<file path="config.mk">
export PLATFORM = sky130hd
export DESIGN_NAME = audio_mixer_pwm
export DESIGN_NICKNAME = d
export VERILOG_FILES = /design/src/rtl/audio_mixer_pwm.sv
export SDC_FILE = /design/constraint.sdc
export NUM_CORES = 1
export LEC_CHECK = 0
export BUFFER_PORTS_ARGS = -buffer_cell sky130_fd_sc_hd__buf_2
export CAP_MARGIN = 20
export CORE_MARGIN = 2
export CORE_UTILIZATION = 55
export CTS_CLUSTER_DIAMETER = 120
export DETAILED_ROUTE_END_ITERATION = 6
export PLACE_DENSITY_LB_ADDON = 0.1
export RECOVER_POWER = 100
export SYNTH_ARGS = -nofsm -noshare
export SYNTH_HDL_FRONTEND = slang
export SYNTH_SLANG_ARGS = --single-unit
</file>
<file path="constraint.sdc">
create_clock -name clk -period 6.8 [get_ports clk]
set_input_delay 1.02 -clock clk [delete_from_list [all_inputs] [get_ports clk]]
set_output_delay 1.02 -clock clk [all_outputs]
set_load 0.01 [all_outputs]
</file>
<file path="src/rtl/audio_mixer_pwm.sv">
// Tone mixer with master fade envelope, driving a single PWM speaker pin.
// Each tone is gated by its gain and the gated gains are summed. The sum is scaled,
// saturated and faded once per PWM period, and becomes the duty for the next period.
module audio_mixer_pwm #(
  parameter int unsigned NUM_CH     = 4,
  parameter int unsigned GAIN_W     = 4,
  parameter int unsigned PWM_W      = 8,
  parameter int unsigned DUTY_SCALE = 4,
  parameter int unsigned FADE_DIV   = 64
) (
  input  logic                     clk,
  input  logic                     rst_n,
  input  logic [NUM_CH-1:0]        tone_in,
  input  logic [NUM_CH*GAIN_W-1:0] ch_gain,
  input  logic                     mute,
  output logic                     audio_pwm_out,
  output logic                     sample_tick,
  output logic                     clip,
  output logic [4:0]               fade_level
);

  localparam int unsigned SumW     = GAIN_W + $clog2(NUM_CH) + $clog2(DUTY_SCALE) + 1;
  localparam int unsigned CmpW     = (SumW > PWM_W) ? SumW : PWM_W;
  localparam int unsigned FadeCntW = (FADE_DIV > 1) ? $clog2(FADE_DIV) : 1;
  localparam int unsigned ProdW    = PWM_W + 5;

  localparam logic [PWM_W-1:0]    CntMax   = '1;
  localparam logic [FadeCntW-1:0] FadeLast = FadeCntW'(FADE_DIV - 1);
  localparam logic [4:0]          FadeFull = 5'd16;

  logic [NUM_CH-1:0]   tone_q;
  logic [PWM_W-1:0]    pwm_cnt;
  logic [PWM_W-1:0]    duty_q;
  logic [FadeCntW-1:0] fade_cnt;
  logic [FadeCntW-1:0] fade_cnt_d;
  logic [4:0]          fade_level_d;

  logic [SumW-1:0]  raw_sum;
  logic [SumW-1:0]  scaled;
  logic [CmpW-1:0]  scaled_w;
  logic             clip_next;
  logic [PWM_W-1:0] sat;
  logic [ProdW-1:0] prod;
  logic [PWM_W-1:0] duty;
  logic             wrap;

  assign wrap = (pwm_cnt == CntMax);

  // Gated gain sum, scaling, saturation and fade scaling of the next duty.
  always_comb begin
    raw_sum = '0;
    for (int unsigned i = 0; i < NUM_CH; i++) begin
      if (tone_q[i]) begin
        raw_sum = raw_sum + SumW'(ch_gain[i*GAIN_W +: GAIN_W]);
      end
    end
    scaled    = raw_sum * SumW'(DUTY_SCALE);
    scaled_w  = CmpW'(scaled);
    clip_next = (scaled_w > CmpW'(CntMax));
    sat       = clip_next ? CntMax : PWM_W'(scaled_w);
    prod      = ProdW'(sat) * ProdW'(fade_level);
    duty      = prod[PWM_W+3:4];
  end

  // Fade envelope: one step every FADE_DIV periods, direction chosen by mute at the step.
  always_comb begin
    fade_cnt_d   = fade_cnt;
    fade_level_d = fade_level;
    if (wrap) begin
      if (fade_cnt == FadeLast) begin
        fade_cnt_d = '0;
        if (mute && (fade_level != 5'd0)) begin
          fade_level_d = fade_level - 5'd1;
        end else if (!mute && (fade_level < FadeFull)) begin
          fade_level_d = fade_level + 5'd1;
        end
      end else begin
        fade_cnt_d = fade_cnt + FadeCntW'(1);
      end
    end
  end

  // Counter, per-period duty/clip load, envelope state and registered PWM output.
  always_ff @(posedge clk or negedge rst_n) begin
    if (!rst_n) begin
      tone_q        <= '0;
      pwm_cnt       <= '0;
      duty_q        <= '0;
      audio_pwm_out <= 1'b0;
      sample_tick   <= 1'b0;
      clip          <= 1'b0;
      fade_level    <= 5'd0;
      fade_cnt      <= '0;
    end else begin
      tone_q        <= tone_in;
      pwm_cnt       <= pwm_cnt + PWM_W'(1);
      audio_pwm_out <= (pwm_cnt < duty_q);
      sample_tick   <= wrap;
      fade_level    <= fade_level_d;
      fade_cnt      <= fade_cnt_d;
      // Duty uses the pre-step fade level; a new level shows one period later.
      if (wrap) begin
        duty_q <= duty;
        clip   <= clip_next;
      end
    end
  end

endmodule

</file>
==> metrics.md <==
| Metric | Value |
|---|---|
| Status | complete, but fails checks |
| Failing checks | capacitance limit, slew limit, setup timing |
| Post-DP HPWL | ~5400 um |
| Clock skew | ~0.010 ns |
| Pint | 0.000401 W |
| Fin. Hold Viols | 0 |
| Most common cell after layout, fill and taps aside | buf_4 |
| Seq. cell area | between 800 and 900 um2 |
| Max Transition Viols Final | 35 |
| Final WS setup | -0.273 ns |
| Yosys cell types | ~50 |
| Area of the multi-input gates | around 0.0025 mm2 |
| Num ports | 31 |
| Clock Latency Late Sink | 0.30 ns |
| Syn Inst Count | 360 |
| Post-Synth XOR/XNOR Area | under 10% |
| Drt wl/cell | 14.1 um |
| Total Nets Final | between 500 and 600 |
| CTS tree | yes |
| Worst path required time | 6.98 ns |
| Crit Path Class | in -> reg |
| Crit Path Max Fanout | 3 |
| Root buf cell | clkbuf_8 |
| Compound-cell area share of the yosys netlist | 12.6% |
| Post-synth EDFFs | 0 |
| Sequential Power Share | about a third |
| Final Wtd Congestion | 0.821 |
| Critical path endpoint category | flop |
| Yosys warning count | 0 |
| Maximum clock path buffer count | 2 |
| Worst path max stage delay | about 0.53 ns |
| H-tree depth | 2 |
| Simple logic cell fraction of the synthesized area | between 10% and 20% |
| Via count | approximately 2800 |
| Post-CTS Hold Fix Bufs | 0 |
| Tmin final | about 7 ns |
| Fin Setup TNS | -0.720 ns |
| Via density | around 5.2 |
| RSZ-0062 raised after global routing | yes |
| Commonest cells after routing, fill and taps aside | buf_4, inv_1, ha_1 |
| Yosys reg bits | 34 |
| FFs w/ async S/R, synth | 100% |
| DR pass1 iterations | 4 |
| Max Cap Viol | 1 |
| DRT antenna net count | 0 |
| Crit start category | input pin |
| Final Setup Violations | 4 |
| Clock slew at reported path FFs | 0.08 ns |
| CTS sink cnt | 34 |
| Fillers | 449 |
| Power Total | 0.000599 W |
| WP buf/inv | 6 |
| Largest family of logic cells by synthesized area | adder cells |
| IO buf count | 30 |
| Comb power frac | between 30% and 40% |
| Core region area | about 0.006 mm2 |
| Placed Area | between 0.003 and 0.004 mm2 |
| Worst VDD drop | a little over 0.09 mV |
| Post-synthesis mux area share | ~2.6% |
| Fraction of layout cells with a size suffix above 1 | 31.6% |
| Hold Path Class | reg -> reg |
| Period utilization | 104% |
| Die W | 81.6 um |
| Pleak | approximately 2.3 nW |
| Starting Density | between 50% and 60% |
| Global-route wire length before repair | ~12000 um |
| Vias in the first global route | about 2700 |
| Fmax | between 100 and 150 MHz |
| Post-synthesis net count | 446 |
| Crit path DAT | slightly above 7 ns |
| Largest net degree at the start of global routing | 35 |
| Net Sw Frac | 32.9% |
| Register area share after synthesis | between 20% and 30% |
| # diodes | 0 |
| Area Growth Syn to Fin | 29.6% |
| Worst-margin pin slew | ~1.9 ns |
| Mapped cell area | 0.00332 mm2 |
| Antenna violations before repair | 0 |
| Final instance area | 0.00430 mm2 |
| Slowest stage cell, crit path | fa_1 |
| Num CTS Buffers | 5 |
| Clock group share of total power | a little over a quarter |
| Pwr dens | 139 mW/mm2 |
| CP delay by family, top | adder cells |
| Sw Pwr | 0.000197 W |
| Overflow after GRT | 0 |
| Slew Limit Headroom | -23.9% |
| Post-Syn Area per Cell | between 9 and 10 um2 |
| Adder-cell area share of the yosys netlist | between 20 and 30% |
| GRT Total Usage | a little under a quarter |
| Core Rows | 28 |
| Die Y-Extent | 81.6 um |
| 1st-iter DRT viols | approximately 70 |
| WL final | ~7400 um |
| Ys flop type | dfrtp_1 |
| Die area | between 0.006 and 0.007 mm2 |
| DRC viols | 0 |
## registers in the layout (all words and copies together) (netlist names)
signal         count
clip               1
tone_q             4
duty_q             8
pwm_cnt            8
sample_tick        1
fade_level         5
fade_cnt           6
audio_pwm_out      1
## final timing paths
check / end / from / depth (start not counted) / slack [ns]
worst max-delay path: duty_q[6] / ch_gain[0] / 35 / -0.27
worst min-delay path: clip / clip / 2 / 0.47
worst max register to register: duty_q[6] / tone_q[0] / 34 / 0.05
worst min register to register: clip / clip / 2 / 0.47
max in group asynchronous: fade_cnt[5] / rst_n / 1 / 4.50
min in group asynchronous: pwm_cnt[7] / rst_n / 1 / 1.22
## repair_timing
| action | CTS | global route |
|---|---|---|
| hold endpoints to repair | 0 | 0 |
| setup endpoints to repair | 7 | 8 |
| buffers inserted | 18 | 2 |
| pin swaps | 29 | 10 |
| resized for setup | 15 | 11 |
| gates cloned | 0 | 0 |
## tightest hold or removal path: stages (launching register included)
cell and delay [ns]:
dfrtp_1 0.34, nand2_1 0.05, nand2_1 0.05
## cell families (layout without fill, tap and decap cells)
family / count (synthesis) / count (layout)
buffers and inverters: 52 / 142
adder cells (fa/ha/maj): 64 / 64
flip-flops: 34 / 34
multiplexers: 8 / 8
AO/OA/AOI/OAI: 65 / 65
AND/OR/NAND/NOR: 108 / 108
XOR/XNOR: 29 / 29
## Yosys cell counts, types with 2 or more instances
cell / count / area share, %
o31ai_1: 3 / 0.68
o21ai_0: 17 / 2.6
nor3_1: 4 / 0.60
a21o_1: 6 / 1.4
o21ai_1: 4 / 0.60
and3_1: 3 / 0.57
inv_1: 45 / 5.1
nor2_1: 21 / 2.4
clkbuf_1: 4 / 0.45
nand4_1: 4 / 0.75
dfrtp_1: 34 / 26
o211ai_1: 2 / 0.45
nand3_1: 5 / 0.75
nor2b_1: 10 / 1.9
mux2_1: 2 / 0.68
mux2_2: 4 / 1.4
nand2_1: 34 / 3.8
fa_1: 20 / 12
a21oi_1: 16 / 2.4
o21a_1: 3 / 0.68
nand2b_1: 3 / 0.57
mux2i_1: 2 / 0.60
ha_1: 43 / 16
xnor2_1: 18 / 4.8
o22ai_1: 2 / 0.38
and2_1: 16 / 3.0
xor2_1: 11 / 2.9
## layer usage
metal | routed length, um | GRT usage, % | vias up | share of wire, %
li1 | - | - | 1388 | -
met1 | 3320 | 30.3 | 1310 | 45
met2 | 3740 | 41.2 | 45 | 50
met3 | 249 | 3.74 | 9 | 3.4
met4 | 110 | 7.17 | 0 | 1.5
met5 | 0 | 0 | - | 0
## cell type report
| cell class | count | area share [%] |
|---|---|---|
| inverter | 46 | 4.02 |
| clock inverter | 1 | 0.116 |
| sequential | 34 | 19.8 |
| tap | 75 | 2.18 |
| clock buffer | 7 | 2.01 |
| timing repair buffer | 88 | 13.8 |
| multi-input combinational | 274 | 58.1 |
## through the flow
step	worst slack, ns	util [%]	hold slack (ns)	cells
finish	-0.273	73.0	0.468	525
CTS	-0.221	71.9	0.476	523
floorplan	-0.239	-	0.445	360
detailed placement	-0.659	66.9	0.459	498
global placement	-0.484	66.9	0.445	498
global route	-0.594	73.0	0.498	525
## power by group through the flow
stage	combinational, W	clock, W	sequential [W]
finish	0.000230	0.000162	0.000206
global placement	0.000194	0	0.000210
detailed placement	0.000200	0	0.000210
CTS	0.000221	0.000164	0.000206
global route	0.000255	0.000173	0.000207
floorplan	0.000121	0	0.000208
Power figures use the tool's default switching activity.
